===== config.mk =====
export PLATFORM = sky130hd
export DESIGN_NAME = id_ex_skid
export DESIGN_NICKNAME = d
export VERILOG_FILES = /design/src/rtl/id_ex_skid.sv
export SDC_FILE = /design/constraint.sdc
export NUM_CORES = 1
export LEC_CHECK = 0
export BUFFER_PORTS_ARGS = -buffer_cell sky130_fd_sc_hd__buf_4
export CAP_MARGIN = 20
export CORE_UTILIZATION = 48
export DETAILED_ROUTE_END_ITERATION = 8
export PLACE_DENSITY = 0.83
export SYNTH_ARGS = -nofsm -noshare
export SYNTH_HDL_FRONTEND = slang
export SYNTH_SLANG_ARGS = --single-unit

===== constraint.sdc =====
create_clock -name clk -period 1.9 [get_ports clk]
set_input_delay 0.285 -clock clk [delete_from_list [all_inputs] [get_ports clk]]
set_output_delay 0.285 -clock clk [all_outputs]
set_load 0.02 [all_outputs]

===== src/rtl/id_ex_skid.sv =====
// -----------------------------------------------------------------------------
// id_ex_skid
// Decode-to-execute pipeline boundary with a two-entry skid buffer.
//
// The module registers the decoded instruction payload and the forwarded
// register operands into the execute stage. in_ready_o comes straight from a
// flop, so execute backpressure never creates a combinational ready path back
// into decode. A load-use stall blocks capture, which puts a bubble into
// execute while decode holds its instruction.
//
// Optional feature: define ID_STALL_PERF_EN to add a saturating 32-bit
// counter of load-use stall cycles. Without it, stall_cnt_o is tied to 0 and
// no counter flops exist.
//
// Ports:
//   clk           clock, rising edge
//   rst           synchronous active-high reset
//   flush_i       pipeline flush; empties the buffer and drops this cycle's input
//   in_valid_i    decode presents an instruction
//   in_payload_i  decoded instruction payload (PAYLOAD_W bits)
//   in_rddata_i   forwarded operands; port i occupies bits [32i+31:32i]
//   stall_i       load-use hazard on the presented instruction
//   in_ready_o    buffer can accept (low only when the skid entry is occupied)
//   out_valid_o   execute-stage entry valid
//   out_payload_o head payload
//   out_rddata_o  head operands
//   out_ready_i   execute consumes the head this cycle
//   stall_cnt_o   load-use stall cycle count (0 without ID_STALL_PERF_EN)
// -----------------------------------------------------------------------------
module id_ex_skid #(
   parameter int READ_PORTS = 2,
   parameter int PAYLOAD_W  = 64
) (
   input  logic                     clk,
   input  logic                     rst,
   input  logic                     flush_i,
   input  logic                     in_valid_i,
   input  logic [PAYLOAD_W-1:0]     in_payload_i,
   input  logic [READ_PORTS*32-1:0] in_rddata_i,
   input  logic                     stall_i,
   output logic                     in_ready_o,
   output logic                     out_valid_o,
   output logic [PAYLOAD_W-1:0]     out_payload_o,
   output logic [READ_PORTS*32-1:0] out_rddata_o,
   input  logic                     out_ready_i,
   output logic [31:0]              stall_cnt_o
);

   localparam int RD_W = READ_PORTS * 32;

   logic                 m_valid_q,   m_valid_d;
   logic                 s_valid_q,   s_valid_d;
   logic [PAYLOAD_W-1:0] m_payload_q, m_payload_d;
   logic [PAYLOAD_W-1:0] s_payload_q, s_payload_d;
   logic [RD_W-1:0]      m_rddata_q,  m_rddata_d;
   logic [RD_W-1:0]      s_rddata_q,  s_rddata_d;

   logic in_fire;
   logic out_fire;

   assign in_ready_o    = ~s_valid_q;
   assign out_valid_o   = m_valid_q;
   assign out_payload_o = m_payload_q;
   assign out_rddata_o  = m_rddata_q;

   // Operands are captured only on in_fire; a stalled instruction is
   // re-presented later with freshly forwarded data.
   assign in_fire  = in_valid_i & ~s_valid_q & ~stall_i & ~flush_i;
   assign out_fire = m_valid_q & out_ready_i;

   always_comb begin
      m_valid_d   = m_valid_q;
      s_valid_d   = s_valid_q;
      m_payload_d = m_payload_q;
      s_payload_d = s_payload_q;
      m_rddata_d  = m_rddata_q;
      s_rddata_d  = s_rddata_q;

      if (flush_i) begin
         m_valid_d = 1'b0;
         s_valid_d = 1'b0;
      end else begin
         case ({m_valid_q, s_valid_q})
            2'b00: begin
               // EMPTY: a stall here simply leaves main invalid (bubble).
               if (in_fire) begin
                  m_valid_d   = 1'b1;
                  m_payload_d = in_payload_i;
                  m_rddata_d  = in_rddata_i;
               end
            end
            2'b10: begin
               // ONE: skid is written only when main holds and is not consumed.
               if (in_fire && out_fire) begin
                  m_payload_d = in_payload_i;
                  m_rddata_d  = in_rddata_i;
               end else if (in_fire) begin
                  s_valid_d   = 1'b1;
                  s_payload_d = in_payload_i;
                  s_rddata_d  = in_rddata_i;
               end else if (out_fire) begin
                  m_valid_d = 1'b0;
               end
            end
            2'b11: begin
               // FULL: in_fire is impossible since in_ready_o is low.
               if (out_fire) begin
                  m_payload_d = s_payload_q;
                  m_rddata_d  = s_rddata_q;
                  s_valid_d   = 1'b0;
               end
            end
            default: begin
               // Unreachable m=0,s=1: recover to EMPTY.
               m_valid_d = 1'b0;
               s_valid_d = 1'b0;
            end
         endcase
      end
   end

   always_ff @(posedge clk) begin
      if (rst) begin
         m_valid_q   <= 1'b0;
         s_valid_q   <= 1'b0;
         m_payload_q <= '0;
         s_payload_q <= '0;
         m_rddata_q  <= '0;
         s_rddata_q  <= '0;
      end else begin
         m_valid_q   <= m_valid_d;
         s_valid_q   <= s_valid_d;
         m_payload_q <= m_payload_d;
         s_payload_q <= s_payload_d;
         m_rddata_q  <= m_rddata_d;
         s_rddata_q  <= s_rddata_d;
      end
   end

`ifdef ID_STALL_PERF_EN
   logic [31:0] stall_cnt_q, stall_cnt_d;

   // Saturating count of cycles where decode is held by a load-use hazard.
   always_comb begin
      stall_cnt_d = stall_cnt_q;
      if (in_valid_i && stall_i && !flush_i && (stall_cnt_q != 32'hFFFF_FFFF))
         stall_cnt_d = stall_cnt_q + 32'd1;
   end

   always_ff @(posedge clk) begin
      if (rst)
         stall_cnt_q <= '0;
      else
         stall_cnt_q <= stall_cnt_d;
   end

   assign stall_cnt_o = stall_cnt_q;
`else
   assign stall_cnt_o = 32'd0;
`endif

endmodule


# Word-level counts from Yosys, hierarchy flattened
# Index checks and enable logic that the tools add are counted.
[word_totals]
inputBits = 134
elab_cells = 48
out_inout_bits = 162
ff_bits = 258
[classes]
reduce_logical = 8
n_eq_ne = 9
bitwise_logic = 10
muxes = 15
[op_table]
columns = ["operator", "n"]
rows = [
  ["$mux 64", 6],
  ["$pmux 64 s3", 2],
  ["$ne 2x2->1 const B", 7],
  ["$reduce_and 5->1", 2],
  ["$reduce_and 4->1", 2],
  ["$not 1->1", 6],
  ["$pmux 1 s3", 2],
  ["$mux 1", 5],
  ["$and 1x1->1", 4],
  ["$eq 2x2->1 const B", 2],
  ["$reduce_bool 3->1", 1],
  ["$logic_not 2->1", 1],
  ["$reduce_or 2->1", 1],
  ["$logic_and 1x1->1", 1],
]

# Logic depth before layout (Yosys ltp)
[logic_depth]
ltp_word = 7
depth_mapped = 8
mapped_depth_nobuf = 6

# Least setup slack after synthesis
# OpenSTA, ideal clock, no wires.
[synth_path]
path_kind = "reg2reg"
start = "reg m_valid_q, in the netlist out_valid_o"
end = "reg m_payload_q[40], in the netlist out_payload_o[40]"
t_required_ps = 1754
setup_ps = 146
period_less_slack_ps = 2215
setup_slack_ps = -315
path_buffers = 2
t_arrival_ps = 2069
stages_incl_launch_ff = 9
path_cell_list = "dfxtp_1 -> inv_1 -> ha_1 -> or4_4 -> o21ai_4 -> and2_1 -> buf_6 -> buf_6 -> a211oi_2"
[synth_via]
elab_chain_len = 4
elab_cells_between_ends = 11
cone_classes = "eq/ne: 5; mux: 1; bitwise: 1; reduce/logical: 4"
[synth_rtl]
columns = ["item", "line_no", "rtl"]
rows = [
  ["start: declaration", "51", "logic m_valid_q, m_valid_d;"],
  ["start signal: assignment", "131", "m_valid_q <= m_valid_d;"],
  ["$and 1x1->1", "69", "assign out_fire = m_valid_q & out_ready_i;"],
  ["$logic_and 1x1->1", "94", "if (in_fire && out_fire) begin"],
  ["$ne 2x2->1 (no source line)", "n/a", ""],
  ["$reduce_and 5->1 (no source line)", "n/a", ""],
  ["end signal: assignment", "133", "m_payload_q <= m_payload_d;"],
  ["end: declaration", "53", "logic [PAYLOAD_W-1:0] m_payload_q, m_payload_d;"],
]
# Parallel ways exist; a longest one is shown, timed or not.
# A chain may end at the register's enable or synchronous reset.

# Final worst setup path
[layout_path]
start = "reg s_valid_q"
end = "reg m_payload_q[21], in the netlist out_payload_o[21]"
[layout_via]
elab_chain_len = 7
elab_cells_between_ends = 14
cone_classes = "eq/ne: 5; mux: 1; bitwise: 4; reduce/logical: 4"
[layout_rtl]
columns = ["item", "line_no", "rtl"]
rows = [
  ["start: declaration", "52", "logic s_valid_q, s_valid_d;"],
  ["start signal: assignment", "132", "s_valid_q <= s_valid_d;"],
  ["$not 1->1", "68", "assign in_fire = in_valid_i & ~s_valid_q & ~stall_i & ~flush_i;"],
  ["$and 1x1->1 (3 in series)", "68", ""],
  ["$logic_and 1x1->1", "94", ""],
  ["$ne 2x2->1 (no source line)", "n/a", ""],
  ["$reduce_and 5->1 (no source line)", "n/a", ""],
]
# Parallel ways exist; a longest one is shown, timed or not.

==> metrics.md <==
| Metric | Value |
|---|---|
| Fin crit period | `2.11 ns` |
| Hold Fails Final Rpt | `0` |
| CTS Buffer Depth | `3` |
| Iteration-0 DRC Markers | `722` |
| Slew Viols, Final | `0` |
| Combinational power share | `0.145` |
| Post-synthesis sequential area ratio | `0.436` |
| Synth Cell Area | `11800 sq um` |
| Die Area | `25300 sq um` |
| Vias in the first global route | `10600` |
| Final non-filler cell total | `1928` |
| Pre-CTS setup slack | `-0.221 ns` |
| Routed WL | `36200 um` |
| DR pass1 iterations | `7` |
| Gp weighted congestion | `0.840` |
| Period utilization | `1.11` |
| Root Driver | `clkbuf_16` |
| P_sw | `3.35 mW` |
| Number of buffers created by CTS | `28` |
| Avg Synthesized Cell Area | `9.89 sq um` |
| GRT Overall Usage | `0.264` |
| Setup TNS | `-20.56 ns` |
| Detail Placement HPWL | `20600 um` |
| Startpoint types | `register` |
| CP max FO | `8` |
| Synth unique cells | `32` |
| Share of layout cells above drive strength 1 | `0.411` |
| Clock skew | `0.00854 ns` |
| Failing checks | `design-rule violations, negative setup slack` |
| Internal power | `9.77 mW` |
| Largest net degree at the start of global routing | `57` |
| Compound-gate portion of the synthesized area | `0.277` |
| DIE HEIGHT | `159 um` |
| Crit path kind | `reg2reg` |
| Post-Synth Simple-Gate Area | `0.0875` |
| Worst Hold Class | `in2reg` |
| Sink Count | `258` |
| CP arrival | `2.51 ns` |
| Syn-to-layout area delta | `43.3%` |
| Post-Syn Instances | `1198` |
| Largest family of logic cells by synthesized area | `compound AO/OA/AOI/OAI gates` |
| Clock-pin slew on the worst setup and hold paths | `0.06 ns` |
| Residual DRC count | `2` |
| CP endpoint kind | `register` |
| Area share of the largest cell type after synthesis | `0.436` |
| Global-route wire length before repair | `55100 um` |
| Commonest non-fill, non-tap cell in the layout | `buf_4` |
| Synth area leader | `dfxtp_1` |
| Pwr/cell area | `772 nW/um^2` |
| Initial antenna violation count | `1` |
| Grt ovf | `0` |
| Core area | `24200 sq um` |
| Detail Route Antenna Nets | `0` |
| Commonest cells after routing, fill and taps aside | `299 x buf_4, 257 x nand2_1, 256 x dfxtp_1` |
| H-tree lvl count | `1` |
| Synth Warn # | `0` |
| Drt via density | `5.50` |
| Adder-Cell Fraction of Synth Area | `0.00317` |
| Synth area leaders | `dfxtp_1 44%, a211oi_2 13%, mux2i_1 11%` |
| Fmax | `0.474 GHz` |
| Sw frac | `0.255` |
| Required time worst endpoint | `2.30 ns` |
| Placed cell count | `1745` |
| Max IR drop VDD | `0.613 mV` |
| Max-Cap Viols | `0` |
| Number of synthesized register bits | `258` |
| Clock power frac | `0.426` |
| Clock latency at the later pin of the worst-skew pair | `0.54 ns` |
| Drt wl/cell | `18.8 um` |
| Number of port buffers | `263` |
| Status | `complete, but fails checks` |
| Seq pwr share | `0.430` |
| Post-synthesis xor/xnor area fraction | `0` |
| Leakage power | `6.09 nW` |
| Row count | `57` |
| # IOs | `296` |
| Via count | `10600` |
| Die Wd | `159 um` |
| Initial Util | `0.489` |
| RSZ-0062 raised after global routing | `true` |
| CTS tree | `yes` |
| Setup ws final | `-0.209 ns` |
| Post-synthesis mux area share | `0.108` |
| Layout net count | `1718` |
| Final setup fails | `129` |
## worst paths after layout
kind	from	endpoint	slack, ns	depth (start not counted)
max	s_valid_q	out_payload_o[21]	-0.21	8
min	in_rddata_i[46]	s_rddata_q[46]	0.01	3
max reg2reg	s_valid_q	out_payload_o[21]	-0.21	8
min reg2reg	s_payload_q[53]	s_payload_q[53]	0.45	2
## repair_timing
item                       4_1_cts  5_1_grt
buffers inserted                11        3
cloned                           2        7
pin swaps                        4        8
setup endpoints to repair      128      256
hold buffers                   107        0
hold endpoints to repair       107        0
gates resized for setup         22       19
## worst max-delay path: stages (launching register included)
cell      delay (ns)
dfxtp_4         0.37
inv_6           0.04
ha_4            0.16
or4_4           0.54
o21ai_4         0.19
and2_4          0.24
buf_12          0.17
buf_4           0.17
a211oi_2        0.07
## power by group through the flow
| stage | clock, mW | sequential, mW | combinational, mW |
|---|---|---|---|
| floorplan | 0 | 5.88 | 0.842 |
| global placement | 0 | 5.74 | 1.54 |
| detailed placement | 0 | 5.75 | 1.58 |
| CTS | 5.66 | 5.63 | 1.82 |
| global route | 5.91 | 5.64 | 1.99 |
| finish | 5.58 | 5.64 | 1.90 |
## cell usage after synthesis (all sizes together)
master	instances
dfxtp	258
a21oi	257
nand2	257
a211oi	128
mux2i	128
buf	90
clkbuf	56
ha	3
inv	3
nor2	2
o21ai	2
a21boi	1
a221oi	1
a31oi	1
and2	1
and3	1
conb	1
nand3	1
nor3	1
nor4	1
nor4b	1
o311a	1
or2	1
or4	1
or4b	1
## registers in the layout, indices dropped and copies added (netlist names)
| name | cells |
|---|---|
| s_valid_q | 1 |
| out_valid_o | 1 |
| s_rddata_q | 64 |
| s_payload_q | 64 |
| out_rddata_o | 64 |
| out_payload_o | 64 |
## logic make-up after synthesis
group           count (synthesis)
flops                         258
other cells                     1
compound gates                391
buf+inv                       149
mux                           128
fa+ha+maj                       3
simple gates                  268
## metal layers
metal  share of wire  vias up  GRT usage
met5               0        -          0
met3           0.056      114     0.0513
met4           0.041        0      0.114
met2            0.50      424      0.467
met1            0.40     5161      0.311
li1                -     4911          -
## final cells by class
| type | count | area (sq um) |
|---|---|---|
| well taps | 324 | 405 |
| clock buffers | 39 | 833 |
| multi-input cells | 822 | 5900 |
| flip-flops and latches | 258 | 5170 |
| repair buffers | 468 | 4520 |
| clock inverters | 13 | 126 |
| fillers | 1601 | 7270 |
| inverters | 3 | 18.8 |
| diodes | 1 | 2.50 |
## per-stage QoR
step	util	total power [mW]	hold slack [ns]	cell area, sq um
6_report	0.700	13.1	0.00989	17000
5_1_grt	0.700	13.5	0.0133	17000
3_3_place_gp	0.594	7.28	0.441	14400
2_1_floorplan	-	6.72	0.354	12100
3_5_place_dp	0.594	7.32	0.446	14400
4_1_cts	0.687	13.1	0.000175	16700
Note: power is estimated with default switching activity, not from simulation.
